`config.mk`:
```
export PLATFORM = sky130hd
export DESIGN_NAME = aw_ch_arbiter
export DESIGN_NICKNAME = d
export VERILOG_FILES = /design/src/rtl/aw_ch_arbiter.sv
export SDC_FILE = /design/constraint.sdc
export NUM_CORES = 1
export LEC_CHECK = 0
export CORE_MARGIN = 5
export CORE_UTILIZATION = 37
export CTS_CLUSTER_DIAMETER = 50
export DETAILED_ROUTE_END_ITERATION = 10
export PLACE_DENSITY_LB_ADDON = 0.12
export SLEW_MARGIN = 30
export SYNTH_ARGS = -nofsm -noshare
export SYNTH_HDL_FRONTEND = slang
export SYNTH_SLANG_ARGS = --single-unit
```
`constraint.sdc`:
```
create_clock -name clk -period 3.6 [get_ports clk]
set_input_delay 0.54 -clock clk [delete_from_list [all_inputs] [get_ports clk]]
set_output_delay 0.54 -clock clk [all_outputs]
set_load 0.02 [all_outputs]
```
`src/rtl/aw_ch_arbiter.sv`:
```
// AXI write-address stage: round-robin between M1/M2, decodes the target slave,
// forwards one registered AW beat and holds the channel until W and B complete.
module aw_ch_arbiter #(
    parameter int IDW   = 4,
    parameter int ADDRW = 32
) (
    input  logic             clk,
    input  logic             rst,
    input  logic [IDW-1:0]   awid_m1_i,
    input  logic [ADDRW-1:0] awaddr_m1_i,
    input  logic [3:0]       awlen_m1_i,
    input  logic [2:0]       awsize_m1_i,
    input  logic [1:0]       awburst_m1_i,
    input  logic             awvalid_m1_i,
    output logic             awready_m1_o,
    input  logic [IDW-1:0]   awid_m2_i,
    input  logic [ADDRW-1:0] awaddr_m2_i,
    input  logic [3:0]       awlen_m2_i,
    input  logic [2:0]       awsize_m2_i,
    input  logic [1:0]       awburst_m2_i,
    input  logic             awvalid_m2_i,
    output logic             awready_m2_o,
    output logic [IDW+3:0]   awid_s_o,
    output logic [ADDRW-1:0] awaddr_s_o,
    output logic [3:0]       awlen_s_o,
    output logic [2:0]       awsize_s_o,
    output logic [1:0]       awburst_s_o,
    output logic [7:0]       awvalid_s_o,
    input  logic [7:0]       awready_s_i,
    input  logic             w_last_done_i,
    input  logic             b_done_i,
    output logic [1:0]       grant_o,
    output logic             busy_o
);

    typedef enum logic [1:0] {S_IDLE, S_ADDR, S_DATA, S_RESP} state_t;

    state_t           r_state;
    logic             r_ptr_m2;
    logic [2:0]       r_slv;
    logic             r_w_seen;
    logic [1:0]       r_grant;
    logic [IDW+3:0]   r_id;
    logic [ADDRW-1:0] r_addr;
    logic [3:0]       r_len;
    logic [2:0]       r_size;
    logic [1:0]       r_burst;

    logic             w_idle;
    logic             w_req;
    logic             w_sel_m2;
    logic             w_accept;
    logic [ADDRW-1:0] w_addr;

    // Index 7 is the default slave; everything unmapped lands there.
    function automatic logic [2:0] f_decode(input logic [15:0] hi);
        logic [2:0] slv;
        slv = 3'd7;
        if (hi == 16'h0000)              slv = 3'd0;
        else if (hi == 16'h0001)         slv = 3'd1;
        else if (hi == 16'h0002)         slv = 3'd2;
        else if (hi == 16'h1000)         slv = 3'd3;
        else if (hi == 16'h1001)         slv = 3'd4;
        else if (hi[15:5] == 11'h100)    slv = 3'd5;
        else if (hi == 16'h3000)         slv = 3'd6;
        return slv;
    endfunction

    assign w_idle   = (r_state == S_IDLE);
    assign w_req    = awvalid_m1_i | awvalid_m2_i;
    assign w_sel_m2 = awvalid_m2_i & (~awvalid_m1_i | r_ptr_m2);
    assign w_addr   = w_sel_m2 ? awaddr_m2_i : awaddr_m1_i;
    assign w_accept = awready_s_i[r_slv];

    // rst gates the ready so a held request is not acknowledged during reset.
    assign awready_m1_o = rst & w_idle & awvalid_m1_i & ~w_sel_m2;
    assign awready_m2_o = rst & w_idle & w_sel_m2;

    always_comb begin
        awvalid_s_o = '0;
        if (r_state == S_ADDR)
            awvalid_s_o[r_slv] = 1'b1;
    end

    assign awid_s_o    = r_id;
    assign awaddr_s_o  = r_addr;
    assign awlen_s_o   = r_len;
    assign awsize_s_o  = r_size;
    assign awburst_s_o = r_burst;
    assign grant_o     = r_grant;
    assign busy_o      = ~w_idle;

    always_ff @(posedge clk or negedge rst) begin
        if (!rst) begin
            r_state  <= S_IDLE;
            r_ptr_m2 <= 1'b0;
            r_slv    <= '0;
            r_w_seen <= 1'b0;
            r_grant  <= '0;
            r_id     <= '0;
            r_addr   <= '0;
            r_len    <= '0;
            r_size   <= '0;
            r_burst  <= '0;
        end else begin
            case (r_state)
                S_IDLE: begin
                    if (w_req) begin
                        r_id     <= w_sel_m2 ? {4'h2, awid_m2_i} : {4'h1, awid_m1_i};
                        r_addr   <= w_addr;
                        r_len    <= w_sel_m2 ? awlen_m2_i   : awlen_m1_i;
                        r_size   <= w_sel_m2 ? awsize_m2_i  : awsize_m1_i;
                        r_burst  <= w_sel_m2 ? awburst_m2_i : awburst_m1_i;
                        r_slv    <= f_decode(w_addr[31:16]);
                        r_grant  <= w_sel_m2 ? 2'b10 : 2'b01;
                        r_ptr_m2 <= ~w_sel_m2;
                        r_state  <= S_ADDR;
                    end
                end
                S_ADDR: begin
                    // The W mux routes on awvalid, so the burst may finish before AW is accepted.
                    if (w_last_done_i)
                        r_w_seen <= 1'b1;
                    if (w_accept)
                        r_state <= (r_w_seen | w_last_done_i) ? S_RESP : S_DATA;
                end
                S_DATA: begin
                    if (w_last_done_i)
                        r_state <= S_RESP;
                end
                S_RESP: begin
                    if (b_done_i) begin
                        r_state  <= S_IDLE;
                        r_grant  <= '0;
                        r_w_seen <= 1'b0;
                    end
                end
                default: r_state <= S_IDLE;
            endcase
        end
    end

endmodule

```
== Word level (Yosys, flattened, before mapping) ==
Index checks and enable logic that the tools add are counted.
Word-level totals
  register bits after elaboration: 58
  output and inout port bits: 62
  input bits: 104
Cells by class
  equal/unequal tests: 14
  muxes and demuxes: 29
  $lt $le $gt $ge: 2
  bitwise operators: 11
  reduce and logical (&&, ||, !) cells: 9
Operator list (number)
  == test 16 x 13 -> 1 bit, second input constant: 2
  2-to-1 mux 32 bit: 1
  2-to-1 mux 2 bit: 9
  == test 16 x 1 -> 1 bit, second input constant: 1
  == test 16 x 14 -> 1 bit, second input constant: 1
  == test 16 x 2 -> 1 bit, second input constant: 1
  logical NOT 16 bit: 1
  2-to-1 mux 3 bit: 5
  == test 11 x 9 -> 1 bit, second input constant: 1
  2-to-1 mux 8 bit: 1
  != test 2 bit, second input constant: 4
  one-hot mux 2 bit (4 select lines): 1
  2-to-1 mux 1 bit: 6
  2-to-1 mux 6 bit: 1
  AND reduction 3 bit: 2
  AND 1 bit: 5
  == test 2 bit, second input constant: 2
  < comparator 3 x 4 -> 1 bit, second input constant: 1
  2-to-1 mux 4 bit: 1
  one-hot mux 2 bit (2 select lines): 1
  AND reduction 4 bit: 1
  nonzero test 2 bit: 2
  binary-select mux 1 bit (select 3 bit): 1
  demux 1 bit (select 3 bit): 1
  9 further kinds: 13

== Depth between registers and ports, before layout ==
Gate-level depths: netlist of the first run.
  word-level depth: 12
  gate-level depth with buffers: 7
  gate-level depth less buffers: 6

== Least setup slack after synthesis of the first run ==
Ideal clock, no wire load.
  path kind: input port to output port
  start point: input port awvalid_m1_i
  end point: output port awready_m2_o
  data arrival time: 1.429 ns
  stages: 5
  slack: 1.631 ns
  buffers on the path: 2
  cell sequence: nand2b_2 > and2_1 > buf_6 > clkbuf_1 > and3_1
Between the ends
  longest elaborated chain between the ends: 4
Ends and longest elaborated chain
  start, declared: line 14  | input logic awvalid_m1_i,
  NOT 1 bit: line 71  | assign w_sel_m2 = awvalid_m2_i & (~awvalid_m1_i | r_ptr_m2);
  bitwise OR 1 bit: line 71
  AND 1 bit: line 71
  AND 1 bit: line 77  | assign awready_m2_o = rst & w_idle & w_sel_m2;
  end, declared: line 22  | output logic awready_m2_o,
No other way between the ends.

== Worst setup path after layout of the first run ==
  start point: input port awvalid_m2_i
  end point: output port awready_m2_o
Between the ends
  longest elaborated chain between the ends: 2
Ends and longest elaborated chain
  start, declared: line 21  | input logic awvalid_m2_i,
  AND 1 bit: line 71
  AND 1 bit: line 77
No other way between the ends.

==> metrics.txt, run 1 <==
CP Buf/Inv Count=2; setup repair after global routing missed its margin=no; CTS H-Tree Depth=2; worst r2r path cells=5; crit-path max cell delay=roughly 0.60 ns; Pint=1.90 mW; top achievable clock speed=374 MHz; share of flip-flops with an asynchronous set or reset after synthesis=1.00; 1st-iter DRT viols=between 150 and 200; post-DR wirelength/cell=around 15 um; clock transition time at the flip-flop clock pins of the worst setup and hold paths=roughly 0.09 ns; main combinational cell family by area after synthesis=simple AND/OR/NAND/NOR gates; data arrival time of the critical path=2.14 ns; Total GRT Usage=0.189; CP endpoint kind=primary output; final max-slew violation count=0; I/O pin cnt=approximately 170; final clock period utilization by the worst path=0.743; worst supply voltage drop on vdd=between 0.3 and 0.4 mV; Post-synth EDFFs=0; Final Hold Viols=0; Util after Layout=0.610; final critical delay including setup and external delays=2.68 ns; result of the run=finished clean; tightest hold margin=0.0368 ns; placement-stage worst setup slack=0.921 ns; HPWL after detailed placement=around 7 mm; row cnt=32; wire length of the first global-routing pass=between 10 and 15 mm; number of vias in the routed layout=2969; pwr/cell area=698 mW/mm2; Antenna Cells=0; Crit Path Class=input pin to primary output; CTS Hold Bufs=0; overall die area=between 0.009 and 0.01 mm2; critical-path cell list=clkdlybuf4s50_1 > and2_1 > and3_1 > clkdlybuf4s50_1; pin count of the biggest net entering global routing=between 50 and 60; critical path data required time=slightly above 3 ns; final standard cell count with taps included and fillers excluded=just under 600; cell count after placement=~580; leakage power of the design=slightly below 2 nW; startpoint types=input pin; largest fanout on the critical path=7; Total Negative Setup Slacks=0 ns; Filler Cell Count=between 600 and 700; clock root buffer=clkbuf_8; Worst path top cell family by delay=buffers and inverters; most numerous cell on the critical path=clkdlybuf4s50_1; proportion of layout cells with a drive suffix above 1=0.0532; total gr overflow=0; synth unique cells=44; adder and majority cell fraction of the synthesized area=0.0173; CTS Buffer Depth=2; effective utilization at floorplan=0.377; net load switching power=about 1.4 mW; Hold Crit Class=input pin to async pin; IO buf count=between 150 and 200; multiplexer share of the synthesized area=0.0191; switch share=0.418; number of nets in the layout=just under 600; number of remaining DRC errors=0; highest-delay cell along the critical path=clkdlybuf4s50_1; clock tree from TritonCTS=built; sequential-to-total area share from yosys stat=0.477; fraction of power consumed by sequential logic=0.328; clk_lat worst skew=~0.30 ns; area of the core region=approximately 0.0076 mm2; maximum capacitance violations=0; per-cell via count in the routed design=approximately 5; post-route worst setup slack=0.924 ns; most frequently used flop master after synthesis=dfrtp_1; number of gates resized after cts=0; number of instances in the synthesized netlist=332; WL final=between 9 and 10 mm; final worst clock skew=between 0.009 and 0.01 ns; CTS Sinks=55; antenna violations before repair=0; count of yosys warnings during synthesis=0; Inserted Clock Buffers=5; postcts setup bufs=0; area added between synthesis and finish=61.8%; transition time at the pin with the least slew margin=slightly below 0.8 ns; number of global-route vias before repair=3075; fraction of the mapped netlist area in compound gates=0.196; post-synthesis share of cell area spent on and, or, nand and nor gates=0.242; worst reg2reg setup slack=~1.6 ns; part of the total power dissipated in the clock network=0.101; parity-gate share of the synthesized area counting xor and xnor cells=0; Die Width=about 98 um; Die Y-Extent=a little under 100 um; Finish-stage setup viols=0; DRT Pass-1 Iters=4; count of cell instances traversed by the critical path=4; remaining antenna violation count after routing=0; Post-Syn Area per Cell=slightly below 9 um2; tightest slew margin relative to the limit=0.486; combinational power share=0.571; flip-flop and latch count after synthesis=55; synthesized cell area=roughly 0.0029 mm2; last weighted congestion value of the routability-driven placer=roughly 0.85
## path summary, 6_finish.rpt
path,from,end
setup / recovery,awvalid_m2_i,awready_m2_o
hold / removal,rst,awaddr_s_o[20]
setup reg to reg,awid_s_o[4],r_slv[0]
hold reg to reg,awaddr_s_o[5],awaddr_s_o[5]
max in group asynchronous,rst,r_slv[1]
min in group clk,awaddr_s_o[5],awaddr_s_o[5]
## state kept, by name (all words and copies together) (netlist names)
signal,cells
awlen_s_o,4
r_state,2
r_w_seen,1
awsize_s_o,3
awid_s_o,6
grant_o,2
awburst_s_o,2
awaddr_s_o,32
r_slv,3
## logic make-up after synthesis
family / Yosys count
AOI/OAI and AO/OA: 74
adders and majority gates: 4
buffers and inverters: 28
DFF: 55
muxes: 3
other: 1
and+or+nand+nor: 167
## final cells by class
| class | instances | area (um2) | area share |
|---|---|---|---|
| clock inverter | 2 | 12.5 | 0.00268 |
| inverter | 7 | 26.3 | 0.00563 |
| sequential | 55 | 1380 | 0.295 |
| tap | 102 | 128 | 0.0273 |
| clock buffer | 6 | 72.6 | 0.0155 |
| timing repair buffer | 169 | 1670 | 0.358 |
| multi-input combinational | 250 | 1380 | 0.296 |
## worst register-to-register path, cell delays in order (launching register included)
cell and delay (ns):
dfrtp_1 0.43, nand2b_2 0.23, nand2_1 0.59, nand3b_1 0.18
a2111oi_2 0.39, a211oi_1 0.09
## cell usage after synthesis (all sizes together), types with 2 or more instances
cell type	instances	area, um2
nand2	100	375
dfrtp	55	1380
nor2	40	158
a22oi	29	218
a31oi	16	100
clkbuf	11	41.3
buf	10	70.1
inv	7	26.3
o21ai	7	38.8
nand3	6	30.0
nor3	6	30.0
a21oi	5	25.0
nand2b	5	33.8
ha	4	50.1
a211oi	3	22.5
nor4	3	18.8
a2111oi	2	42.5
a22o	2	17.5
mux4	2	45.0
nand3b	2	15.0
o22a	2	17.5
## layout by cell type (no fill, tap or decap), types with 2 or more instances in the layout
| cell | netlist | layout |
|---|---|---|
| nand2b_1 | 4 | 4 |
| nor2_2 | 0 | 2 |
| nand3b_1 | 2 | 2 |
| clkbuf_8 | 0 | 5 |
| conb_1 | 1 | 2 |
| nand3_1 | 6 | 6 |
| a211oi_1 | 3 | 3 |
| a21oi_1 | 5 | 5 |
| o21ai_1 | 4 | 4 |
| a22oi_1 | 29 | 29 |
| buf_4 | 4 | 6 |
| inv_1 | 7 | 7 |
| o22a_1 | 2 | 2 |
| a22o_1 | 2 | 2 |
| a31oi_1 | 16 | 16 |
| nand2_1 | 100 | 100 |
| o21ai_0 | 2 | 2 |
| mux4_2 | 2 | 2 |
| nor2_1 | 39 | 37 |
| clkdlybuf4s50_1 | 0 | 162 |
| ha_1 | 4 | 4 |
| dfrtp_1 | 55 | 55 |
| nor3_1 | 6 | 6 |
| nor4_1 | 3 | 3 |
## through the flow
stage          total power, mW  instance area, um2
4_1_cts                   3.30                4670
3_3_place_gp              2.93                4580
6_report                  3.26                4670
3_5_place_dp              2.96                4580
2_1_floorplan             2.07                2890
5_1_grt                   3.52                4670
## power by group through the flow
stage / registers, mW / logic [mW] / clock network (mW)
final: 1.07 / 1.86 / 0.329
after global routing: 1.12 / 2.03 / 0.371
after detailed placement: 1.08 / 1.88 / 0
after floorplan: 1.39 / 0.678 / 0
after CTS: 1.07 / 1.88 / 0.347
after global placement: 1.07 / 1.86 / 0
## layer usage
layer | part of all wire | wire length (um) | up-vias | track usage
met5 | 0 | 0 | - | 0
met4 | 0.020 | 184 | 0 | 0.0546
met3 | 0.11 | 975 | 13 | 0.0757
met2 | 0.46 | 4180 | 133 | 0.307
met1 | 0.41 | 3660 | 1361 | 0.232
li1 | - | - | 1462 | -
(Power assumes the default switching activity.)
==> run 2: changes to the inputs <==
CORE_UTILIZATION = 35   (was 37)
clock period = 2.2 ns   (was 3.6 ns; I/O delays follow)
==> metrics.txt, run 2 (synthesized netlist as in run 1, its figures left out) <==
cell count after placement=approximately 600; area used by multi-input combinational logic=~0.0014 mm2; Total Power=between 5 and 6 mW; overall die area=between 0.01 and 0.015 mm2; number of vias in the routed layout=3000; final clock period utilization by the worst path=0.917; commonest non-fill, non-tap cell in the layout=clkdlybuf4s50_1; pwr/cell area=approximately 1100 mW/mm2; leakage power of the design=between 2 and 2.5 nW; combinational power share=0.570; I/O pin cnt=approximately 170; Antenna Cells=0; tightest slew margin relative to the limit=0.565; total gr overflow=0; crit path launch=r_state[1]; postcts setup bufs=0; worst reg2reg setup slack=between 0.2 and 0.25 ns; final worst clock skew=0.00994 ns; post-DR wirelength/cell=around 15 um; Inserted Clock Buffers=5; proportion of layout cells with a drive suffix above 1=0.0818; 1st-iter DRT viols=154; CP Buf/Inv Count=2; Util after Layout=0.585; last weighted congestion value of the routability-driven placer=slightly below 0.9; net load switching power=between 2 and 2.5 mW; CTS Buffer Depth=2; area of the core region=approximately 0.0081 mm2; startpoint types=flop; area taken by flip-flops and latches=~0.0014 mm2; part of the total power dissipated in the clock network=0.105; clk_lat worst skew=0.30 ns; Reg-to-Reg Start=r_state[0]; critical path data required time=roughly 1.9 ns; antenna violations before repair=0; number of global-route vias before repair=roughly 3100; worst supply voltage drop on vdd=0.478 mV; tightest hold margin=~0.4 ns; largest fanout on the critical path=5; area added between synthesis and finish=65.0%; transition time at the pin with the least slew margin=roughly 0.65 ns; post-route standard cell area excluding fillers=around 0.0048 mm2; post-route worst setup slack=~0.18 ns; result of the run=finished clean; Hold Crit Class=input pin to async pin; Total GRT Usage=0.180; Finish-stage setup viols=0; Die Y-Extent=~100 um; max FFs per register=32; CTS H-Tree Depth=2; setup repair after global routing missed its margin=no; Total Negative Setup Slacks=0 ns; final max-slew violation count=0; wire length of the first global-routing pass=14.8 mm; Final Hold Viols=0; switch share=0.413; WL final=9.15 mm; top achievable clock speed=approximately 500 MHz; per-cell via count in the routed design=approximately 5; CP endpoint kind=primary output; clock transition time at the flip-flop clock pins of the worst setup and hold paths=around 0.10 ns; effective utilization at floorplan=0.355; HPWL after detailed placement=~7.3 mm; crit-path max cell delay=between 0.4 and 0.5 ns; maximum capacitance violations=0; remaining antenna violation count after routing=0; total placed instance area=approximately 0.0047 mm2; placement-stage worst setup slack=slightly above 0.009 ns; final critical delay including setup and external delays=2.02 ns; Filler Cell Count=between 700 and 800; clock tree from TritonCTS=built; pin count of the biggest net entering global routing=52; IO buf count=163; clock root buffer=clkbuf_8; final standard cell count with taps included and fillers excluded=606; data arrival time of the critical path=1.69 ns; highest-delay cell along the critical path=dfrtp_1; CTS Sinks=55; Worst path top cell family by delay=buffers and inverters; number of nets in the layout=about 600; DRT Pass-1 Iters=4; row cnt=33; fraction of power consumed by sequential logic=0.325; number of remaining DRC errors=0; Die Width=just over 100 um; Pint=3.15 mW; Crit Path Class=flop to primary output; top library cells by usage in the layout, fill and taps aside=clkdlybuf4s50_1, nand2_1, dfrtp_1; critical-path cell list=inv_1 > ha_2 > nand2b_1 > nor3_1 > dlygate4sd2_1
-- run 2: timing repair --
| item | CTS | global route |
|---|---|---|
| hold endpoints to repair | 4 | 0 |
| pin swaps | 0 | 0 |
| gates resized for setup | 12 | 4 |
| hold buffers | 1 | 0 |
| endpoints found under the setup margin | 11 | 2 |
-- run 2: power groups by stage --
stage          Combinational, mW  Sequential [mW]  Clock (mW)
2_1_floorplan               1.11             2.28           0
3_3_place_gp                3.09             1.75           0
3_5_place_dp                3.12             1.77           0
4_1_cts                     3.11             1.75       0.583
5_1_grt                     3.35             1.82       0.624
6_report                    3.06             1.75       0.563
-- run 2: worst reg2reg max path, stage by stage (launching register included) --
cell	delay (ns)
dfrtp_1	0.44
inv_1	0.11
ha_2	0.25
inv_1	0.15
nor2_4	0.47
buf_4	0.28
nor2_1	0.06
a31oi_1	0.14
-- run 2: worst paths after layout --
check | to | cells past startpoint
setup / recovery | awvalid_s_o[0] | 5
hold / removal | awaddr_s_o[22] | 2
setup reg to reg | awaddr_s_o[26] | 7
hold reg to reg | awaddr_s_o[1] | 2
max in group asynchronous | awaddr_s_o[16] | 3
min in group clk | awaddr_s_o[1] | 2
-- run 2: per-layer routing --
| layer | global-route usage | vias up | wire length (um) |
|---|---|---|---|
| li1 | - | 1490 | - |
| met1 | 0.229 | 1374 | 3910 |
| met2 | 0.292 | 120 | 4290 |
| met3 | 0.0519 | 16 | 739 |
| met4 | 0.0622 | 0 | 203 |
| met5 | 0 | - | 0 |
-- run 2: final cells by class --
cell class	instances	area share
sequential	55	0.289
tap	105	0.0276
timing repair buffer	182	0.368
clock inverter	1	0.00105
inverter	7	0.00552
multi-input combinational	250	0.291
clock buffer	6	0.0173
